[config.mk]
export PLATFORM = sky130hd
export DESIGN_NAME = led_clock_ctrl
export DESIGN_NICKNAME = d
export VERILOG_FILES = /design/src/rtl/clock_pkg.sv /design/src/rtl/rise_detect.sv /design/src/rtl/led_clock_ctrl.sv
export SDC_FILE = /design/constraint.sdc
export NUM_CORES = 1
export LEC_CHECK = 0
export ABC_AREA = 1
export BUFFER_PORTS_ARGS = -buffer_cell sky130_fd_sc_hd__buf_4
export CAP_MARGIN = 30
export CORE_MARGIN = 4
export CORE_UTILIZATION = 25
export DETAILED_ROUTE_END_ITERATION = 10
export HOLD_SLACK_MARGIN = 0.06
export PLACE_DENSITY_LB_ADDON = 0.05
export SYNTH_ARGS = -nofsm -noshare
export SYNTH_HDL_FRONTEND = slang
export SYNTH_SLANG_ARGS = --single-unit
[constraint.sdc]
create_clock -name clk -period 4.2 [get_ports clk]
set_input_delay 0.63 -clock clk [delete_from_list [all_inputs] [get_ports clk]]
set_output_delay 0.63 -clock clk [all_outputs]
set_load 0.02 [all_outputs]
[src/rtl/clock_pkg.sv]
// Shared widths, defaults and state encoding for the LED clock.
// Also holds the saturating-wrap increment helpers.
package clock_pkg;

  localparam int HOUR_W    = 5;
  localparam int MIN_W     = 6;
  localparam int H_MAX_DEF = 23;
  localparam int M_MAX_DEF = 59;

  typedef enum logic [1:0] {
    RUN      = 2'd0,
    SET_HOUR = 2'd1,
    SET_MIN  = 2'd2
  } state_e;

  // >= rather than == so a field can never step past its max
  function automatic logic [HOUR_W-1:0] inc_hour(
    input logic [HOUR_W-1:0] v,
    input logic [HOUR_W-1:0] max
  );
    return (v >= max) ? '0 : v + 1'b1;
  endfunction

  function automatic logic [MIN_W-1:0] inc_min(
    input logic [MIN_W-1:0] v,
    input logic [MIN_W-1:0] max
  );
    return (v >= max) ? '0 : v + 1'b1;
  endfunction

endpackage

[src/rtl/rise_detect.sv]
// Rising-edge detector with configurable history reset value.
// A high reset value suppresses a false edge from an already-high input.
module rise_detect #(
  parameter logic RESET_VAL = 1'b1
) (
  input  logic clk,
  input  logic reset,
  input  logic d,
  output logic rise
);

  logic prev_q;

  always_ff @(posedge clk) begin
    if (reset) prev_q <= RESET_VAL;
    else       prev_q <= d;
  end

  assign rise = d & ~prev_q;

endmodule

[src/rtl/led_clock_ctrl.sv]
// HH:MM:SS time-keeping and button-driven set-mode controller.
// All outputs are registered; field updates happen on detected rises.
module led_clock_ctrl
  import clock_pkg::*;
#(
  parameter int H_MAX = H_MAX_DEF,
  parameter int M_MAX = M_MAX_DEF
) (
  input  logic              clk,
  input  logic              reset,
  input  logic              sq_1hz,
  input  logic              btn_mode,
  input  logic              btn_inc,
  output logic [HOUR_W-1:0] hours,
  output logic [MIN_W-1:0]  minutes,
  output logic [MIN_W-1:0]  seconds,
  output logic              blank_hour,
  output logic              blank_min,
  output logic              sec_pulse,
  output logic              day_pulse,
  output logic              set_mode
);

  localparam logic [HOUR_W-1:0] HMAX = HOUR_W'(H_MAX);
  localparam logic [MIN_W-1:0]  MMAX = MIN_W'(M_MAX);

  logic sq_rise, mode_rise, inc_rise;

  rise_detect #(.RESET_VAL(1'b1)) u_sq (
    .clk(clk), .reset(reset),
    .d(sq_1hz), .rise(sq_rise)
  );

  rise_detect #(.RESET_VAL(1'b1)) u_mode (
    .clk(clk), .reset(reset),
    .d(btn_mode), .rise(mode_rise)
  );

  rise_detect #(.RESET_VAL(1'b1)) u_inc (
    .clk(clk), .reset(reset),
    .d(btn_inc), .rise(inc_rise)
  );

  state_e            state_q, state_d;
  logic [HOUR_W-1:0] hours_q, hours_d;
  logic [MIN_W-1:0]  min_q, min_d;
  logic [MIN_W-1:0]  sec_q, sec_d;
  logic              sp_q, sp_d;
  logic              dp_q, dp_d;
  logic              bh_q, bh_d;
  logic              bm_q, bm_d;

  logic sec_wrap, min_wrap, hour_wrap;

  assign sec_wrap  = sec_q >= MMAX;
  assign min_wrap  = min_q >= MMAX;
  assign hour_wrap = hours_q >= HMAX;

  always_comb begin
    state_d = state_q;
    hours_d = hours_q;
    min_d   = min_q;
    sec_d   = sec_q;
    sp_d    = 1'b0;
    dp_d    = 1'b0;
    unique case (state_q)
      RUN: begin
        if (mode_rise) begin
          state_d = SET_HOUR;
          sec_d   = '0;
        end else if (sq_rise) begin
          sp_d  = 1'b1;
          sec_d = inc_min(sec_q, MMAX);
          if (sec_wrap) begin
            min_d = inc_min(min_q, MMAX);
            if (min_wrap) begin
              hours_d = inc_hour(hours_q, HMAX);
              dp_d    = hour_wrap;
            end
          end
        end
      end
      SET_HOUR: begin
        if (mode_rise)     state_d = SET_MIN;
        else if (inc_rise) hours_d = inc_hour(hours_q, HMAX);
      end
      SET_MIN: begin
        if (mode_rise)     state_d = RUN;
        else if (inc_rise) min_d = inc_min(min_q, MMAX);
      end
      default: state_d = RUN;
    endcase
    // keyed on next state so blanking lines up with set_mode
    bh_d = (state_d == SET_HOUR) & ~sq_1hz;
    bm_d = (state_d == SET_MIN) & ~sq_1hz;
  end

  always_ff @(posedge clk) begin
    if (reset) begin
      state_q <= RUN;
      hours_q <= '0;
      min_q   <= '0;
      sec_q   <= '0;
      sp_q    <= 1'b0;
      dp_q    <= 1'b0;
      bh_q    <= 1'b0;
      bm_q    <= 1'b0;
    end else begin
      state_q <= state_d;
      hours_q <= hours_d;
      min_q   <= min_d;
      sec_q   <= sec_d;
      sp_q    <= sp_d;
      dp_q    <= dp_d;
      bh_q    <= bh_d;
      bm_q    <= bm_d;
    end
  end

  assign hours      = hours_q;
  assign minutes    = min_q;
  assign seconds    = sec_q;
  assign blank_hour = bh_q;
  assign blank_min  = bm_q;
  assign sec_pulse  = sp_q;
  assign day_pulse  = dp_q;
  assign set_mode   = (state_q != RUN);

endmodule

# Word-level counts from Yosys, hierarchy flattened
# Cells that the tools add are included.
# classes
n_addsub,3
n_lt_le_gt_ge,3
n_eq_ne,12
n_mux,23
n_bitwise,13
reduce_logical,10
# ops
op,n
2-to-1 mux 6 bit,9
2-to-1 mux 5 bit,7
"inequality test 2 bit, second input constant",8
"adder 6 x 1 -> 6 bit, second input constant",2
"greater-or-equal comparator 6 bit, second input constant",2
case mux 6 bit (2 select lines),1
case mux 5 bit (2 select lines),1
NOT 1 bit,8
nonzero test 2 bit,4
AND reduction 7 bit,1
2-to-1 mux 2 bit,3
case mux 2 bit (3 select lines),1
AND reduction 6 bit,1
OR reduction 6 bit,1
"adder 5 x 1 -> 5 bit, second input constant",1
AND 1 bit,5
"greater-or-equal comparator 5 bit, second input constant",1
"equality test 2 x 1 -> 1 bit, second input constant",2
"equality test 2 bit, second input constant",2
OR reduction 3 bit,1
zero test 2 bit,1
AND reduction 2 bit,1
2-to-1 mux 1 bit,1
# word_totals
ff_bits,26
input_bits,5
wordCells,75

# Longest topological paths before layout
# depth
depth_word,7
depth_mapped,9
ltp_nobuf,9

# By module
# A second synthesis with hierarchy kept.
# unflattened
cells_unflattened,177
hier_area_um2,1272.5
# modules_own_cells
mod,instances,cells_each,area_each_um2,seq_area_each_um2
led_clock_ctrl,1,162,1159.9,460.4
rise_detect,3,5,37.5,20.0

# Worst setup path before layout
# OpenSTA, ideal clock, no wires.
# synth_timing
kind,reg-to-reg
from,"reg sec_q[0], in the netlist seconds[0]"
to,"reg min_q[0], in the netlist minutes[0]"
setup_ns,0.070
arrival_ns,1.435
setup_slack_ns,2.695
stages_incl_launch_ff,9
cell_sequence,dfxtp_1 > ha_1 > inv_1 > nand2_2 > nand3b_4 > nand2_1 > nand2_4 > or2_0 > a21oi_1
# synth_via
elab_chain_cells,3
# synth_rtl
element,line,text
start: declaration,led_clock_ctrl.sv:47,"logic [MIN_W-1:0] sec_q, sec_d;"
start signal: assignment,led_clock_ctrl.sv:103,sec_q <= '0;
start signal: assignment,led_clock_ctrl.sv:112,sec_q <= sec_d;
greater-or-equal comparator 6 bit,led_clock_ctrl.sv:55,assign sec_wrap = sec_q >= MMAX;
inequality test 2 bit (no line),-,
AND reduction 6 bit (no line),-,
end signal: assignment,led_clock_ctrl.sv:111,min_q <= min_d;
end: declaration,led_clock_ctrl.sv:46,"logic [MIN_W-1:0] min_q, min_d;"
# No other way between the ends.
# A chain may end at the register's enable or synchronous reset.

# Final worst setup path
# layout_timing
from,reg state_q[0]
to,out set_mode
# layout_via
elab_chain_cells,1
# layout_rtl
element,line,text
start: declaration,led_clock_ctrl.sv:44,"state_e state_q, state_d;"
start signal: assignment,led_clock_ctrl.sv:109,state_q <= state_d;
nonzero test 2 bit,led_clock_ctrl.sv:127,assign set_mode = (state_q != RUN);
end: declaration,led_clock_ctrl.sv:21,output logic set_mode
# No other way between the ends.

==> run metrics <==
layout cells sized above 1 0.205; CP Max Fanout 6; Slew @ Worst Pin 0.360 ns; slew margin rel. 0.759; Post-Route WL 3.26 mm; mean post-synth cell area 6.93 um^2; Hold Path Origin minutes[5]$_SDFFE_PP0P_; Final Hold Violating Endpoints 0; r2r setup slk 2.69 ns; maximum vdd ir drop 0.153 mV; Root Driver clkbuf_8; clk_lat worst skew 0.27 ns; Power Total 0.447 mW; Final Cycle Share 0.429; Lkg Pwr 0.796 nW; outcome finished clean; Worst Path Buf+Inv 2; drt wl/cell 11.6 um; power share of the clock group 0.372; Top Ports 27; GR Overflow Total 0; final setup violation count 0; R2R cell count 8; Worst Setup SP state_q[0]$_SDFF_PP0_; critical path launch point type flip-flop; clk_skew 0.00602 ns; Hold Path Depth 2; setup TNS 0 ns; CTS tree built; Post-Syn Area 0.00130 mm^2; Hold EP minutes[5]$_SDFFE_PP0P_; worst path required time 3.57 ns; Max clock buf depth 2; Syn Nets 195; combinational share of power 0.066; worst r2r dst minutes[0]$_SDFFE_PP0P_; clock sinks 26; first-pass GRT wire length 5.60 mm; Placer Congestion 0.821; #FFs+latches synth 26; Flop pwr share 0.562; critical path arrival 1.17 ns; CTS Buf Count 3; Slew Viols, Final 0; drc violations 0; Starting Density 0.266; largest net degree at the start of global routing 15; PD cells 276 mW/mm^2; row count 25; DIE AREA 0.00640 mm^2; post-DP HPWL 2.54 mm; clk slew on worst S/H paths 0.09 ns; Hold Crit Class flip-flop to flip-flop; total track usage 0.110; P&R area growth vs syn 25.2%; Net Sw Frac 0.233; max incr delay on CP 0.37 ns; DR vias 1,238; CTS H-tree depth 1; # diodes 0; YS warnings 0; internal power 0.343 mW; Antenna Nets Post-Route 0; sequential area share after synthesis 0.402; Setup Fix Bufs, Post-CTS 0; RSZ-0062 raised after global routing no; core area 0.00488 mm^2; max-cap check violation count 0; DR iter-0 viols 78; final period demand of the worst path 1.80 ns; via/cell ratio 4.39; Die Y 80.0 um; CP endpoint kind output pin; crit path max-delay cell type dfxtp_1; IO Port Bufs 26; Post-Syn Instances 187; fillers 562; Net Sw Power 0.104 mW; drt first pass iters 4; post_cts resized 0; Yosys cell types 28; vias in the first global route 1,229; crit-path cells nor2_2 > inv_1 > buf_4; nets 224; hold buffer count at cts 0; initial antenna violation count 0; Die X 80.0 um; critical path class flip-flop to output pin; Fmax 0.555 GHz; worst flop-to-flop path startpoint seconds[0]$_SDFFE_PP0P_; CP delay by family, top flip-flops
[synth_stat cells (all sizes together)]
cell type	instances	area, um^2
nand3	20	105
xnor2	1	8.76
nor3	2	10.0
ha	3	37.5
nand3b	2	27.5
clkbuf	2	7.51
a21oi	14	70.1
nand4	1	6.26
inv	25	93.8
o22ai	1	6.26
nor2	29	116
xor2	1	8.76
and3	1	6.26
dfxtp	26	521
nand2	44	178
or2	3	18.8
o211a	1	10.0
o21ai	10	57.6
o21a	1	7.51
[power by group through the flow]
stage	logic [mW]	clock network (mW)	registers, mW
finish	0.0296	0.166	0.251
global route	0.0332	0.186	0.252
CTS	0.0298	0.177	0.252
detailed placement	0.0297	0	0.257
global placement	0.0295	0	0.257
floorplan	0.0170	0	0.258
[worst max-delay path by stage]
| stage | slack (ns) | end | depth (start not counted) |
|---|---|---|---|
| 2_1_floorplan | 2.70 | minutes[0]$_SDFFE_PP0P_ | 8 |
| 3_3_place_gp | 2.46 | seconds[3]$_SDFFE_PP0P_ | 7 |
| 3_5_place_dp | 2.43 | seconds[3]$_SDFFE_PP0P_ | 7 |
| 4_1_cts | 2.39 | set_mode | 3 |
| 5_1_grt | 2.30 | set_mode | 3 |
| 6_report | 2.40 | set_mode | 3 |
[logic make-up after synthesis]
kind of cell / share of synthesized area
XOR/XNOR: 0.0135
buffers and inverters: 0.0782
AO/OA/AOI/OAI: 0.117
flip-flops: 0.402
adder cells (fa/ha/maj): 0.0290
AND/OR/NAND/NOR: 0.361
[flip-flops by register name, summed over array words and instances, names as in the netlist]
register and count:
blank_hour 1, blank_min 1, day_pulse 1, hours 5, minutes 6, sec_pulse 1, seconds 6, state_q 2
u_inc.prev_q 1, u_mode.prev_q 1, u_sq.prev_q 1
[metal layers]
| metal | vias up | track usage | share of wire |
|---|---|---|---|
| li1 | 653 | - | - |
| met1 | 556 | 0.149 | 0.49 |
| met2 | 27 | 0.162 | 0.44 |
| met3 | 2 | 0.0429 | 0.066 |
| met4 | 0 | 0.0287 | 0.0046 |
| met5 | - | 0 | 0 |
[worst min-delay path: stages (launching register included)]
cell and delay [ns]:
dfxtp_1 0.33, inv_1 0.07, a21oi_1 0.06
[metrics by stage]
stage / setup WS [ns] / cells / hold slack [ns] / cell area [um^2] / util
4_1_cts: 2.39 / 282 / 0.506 / 1620 / 0.333
3_3_place_gp: 2.46 / 278 / 0.492 / 1570 / 0.321
5_1_grt: 2.30 / 282 / 0.505 / 1620 / 0.333
3_5_place_dp: 2.43 / 278 / 0.496 / 1570 / 0.321
2_1_floorplan: 2.70 / 187 / 0.509 / 1300 / -
6_report: 2.40 / 282 / 0.504 / 1620 / 0.333
[cells in the final DEF (no fill, tap or decap)]
master and instances:
nand2_1 41, nand3b_1 1, o211a_1 1, and3_1 1, nor2_1 26, nand3_1 19, dfxtp_1 26, nand3_2 1
a21oi_1 14, inv_1 23, buf_4 26, or2_2 2, nand2_2 2, nand4_1 1, ha_1 3, nor2_2 3
or2_0 1, xor2_1 1, o21ai_2 2, o22ai_1 1, o21ai_1 1, nand2_4 1, o21ai_0 7, xnor2_1 1
clkbuf_8 4, nand3b_4 1, nor3_1 2, inv_2 2, o21a_1 1
[final cells by class]
class	instances	area, um^2	share of cell area
well taps	67	83.8	0.0517
clock buffers	4	55.1	0.0339
multi-input cells	134	674	0.416
inverters	25	93.8	0.0578
flip-flops and latches	26	520	0.321
repair buffers	26	195	0.120
(Power assumes the default switching activity.)
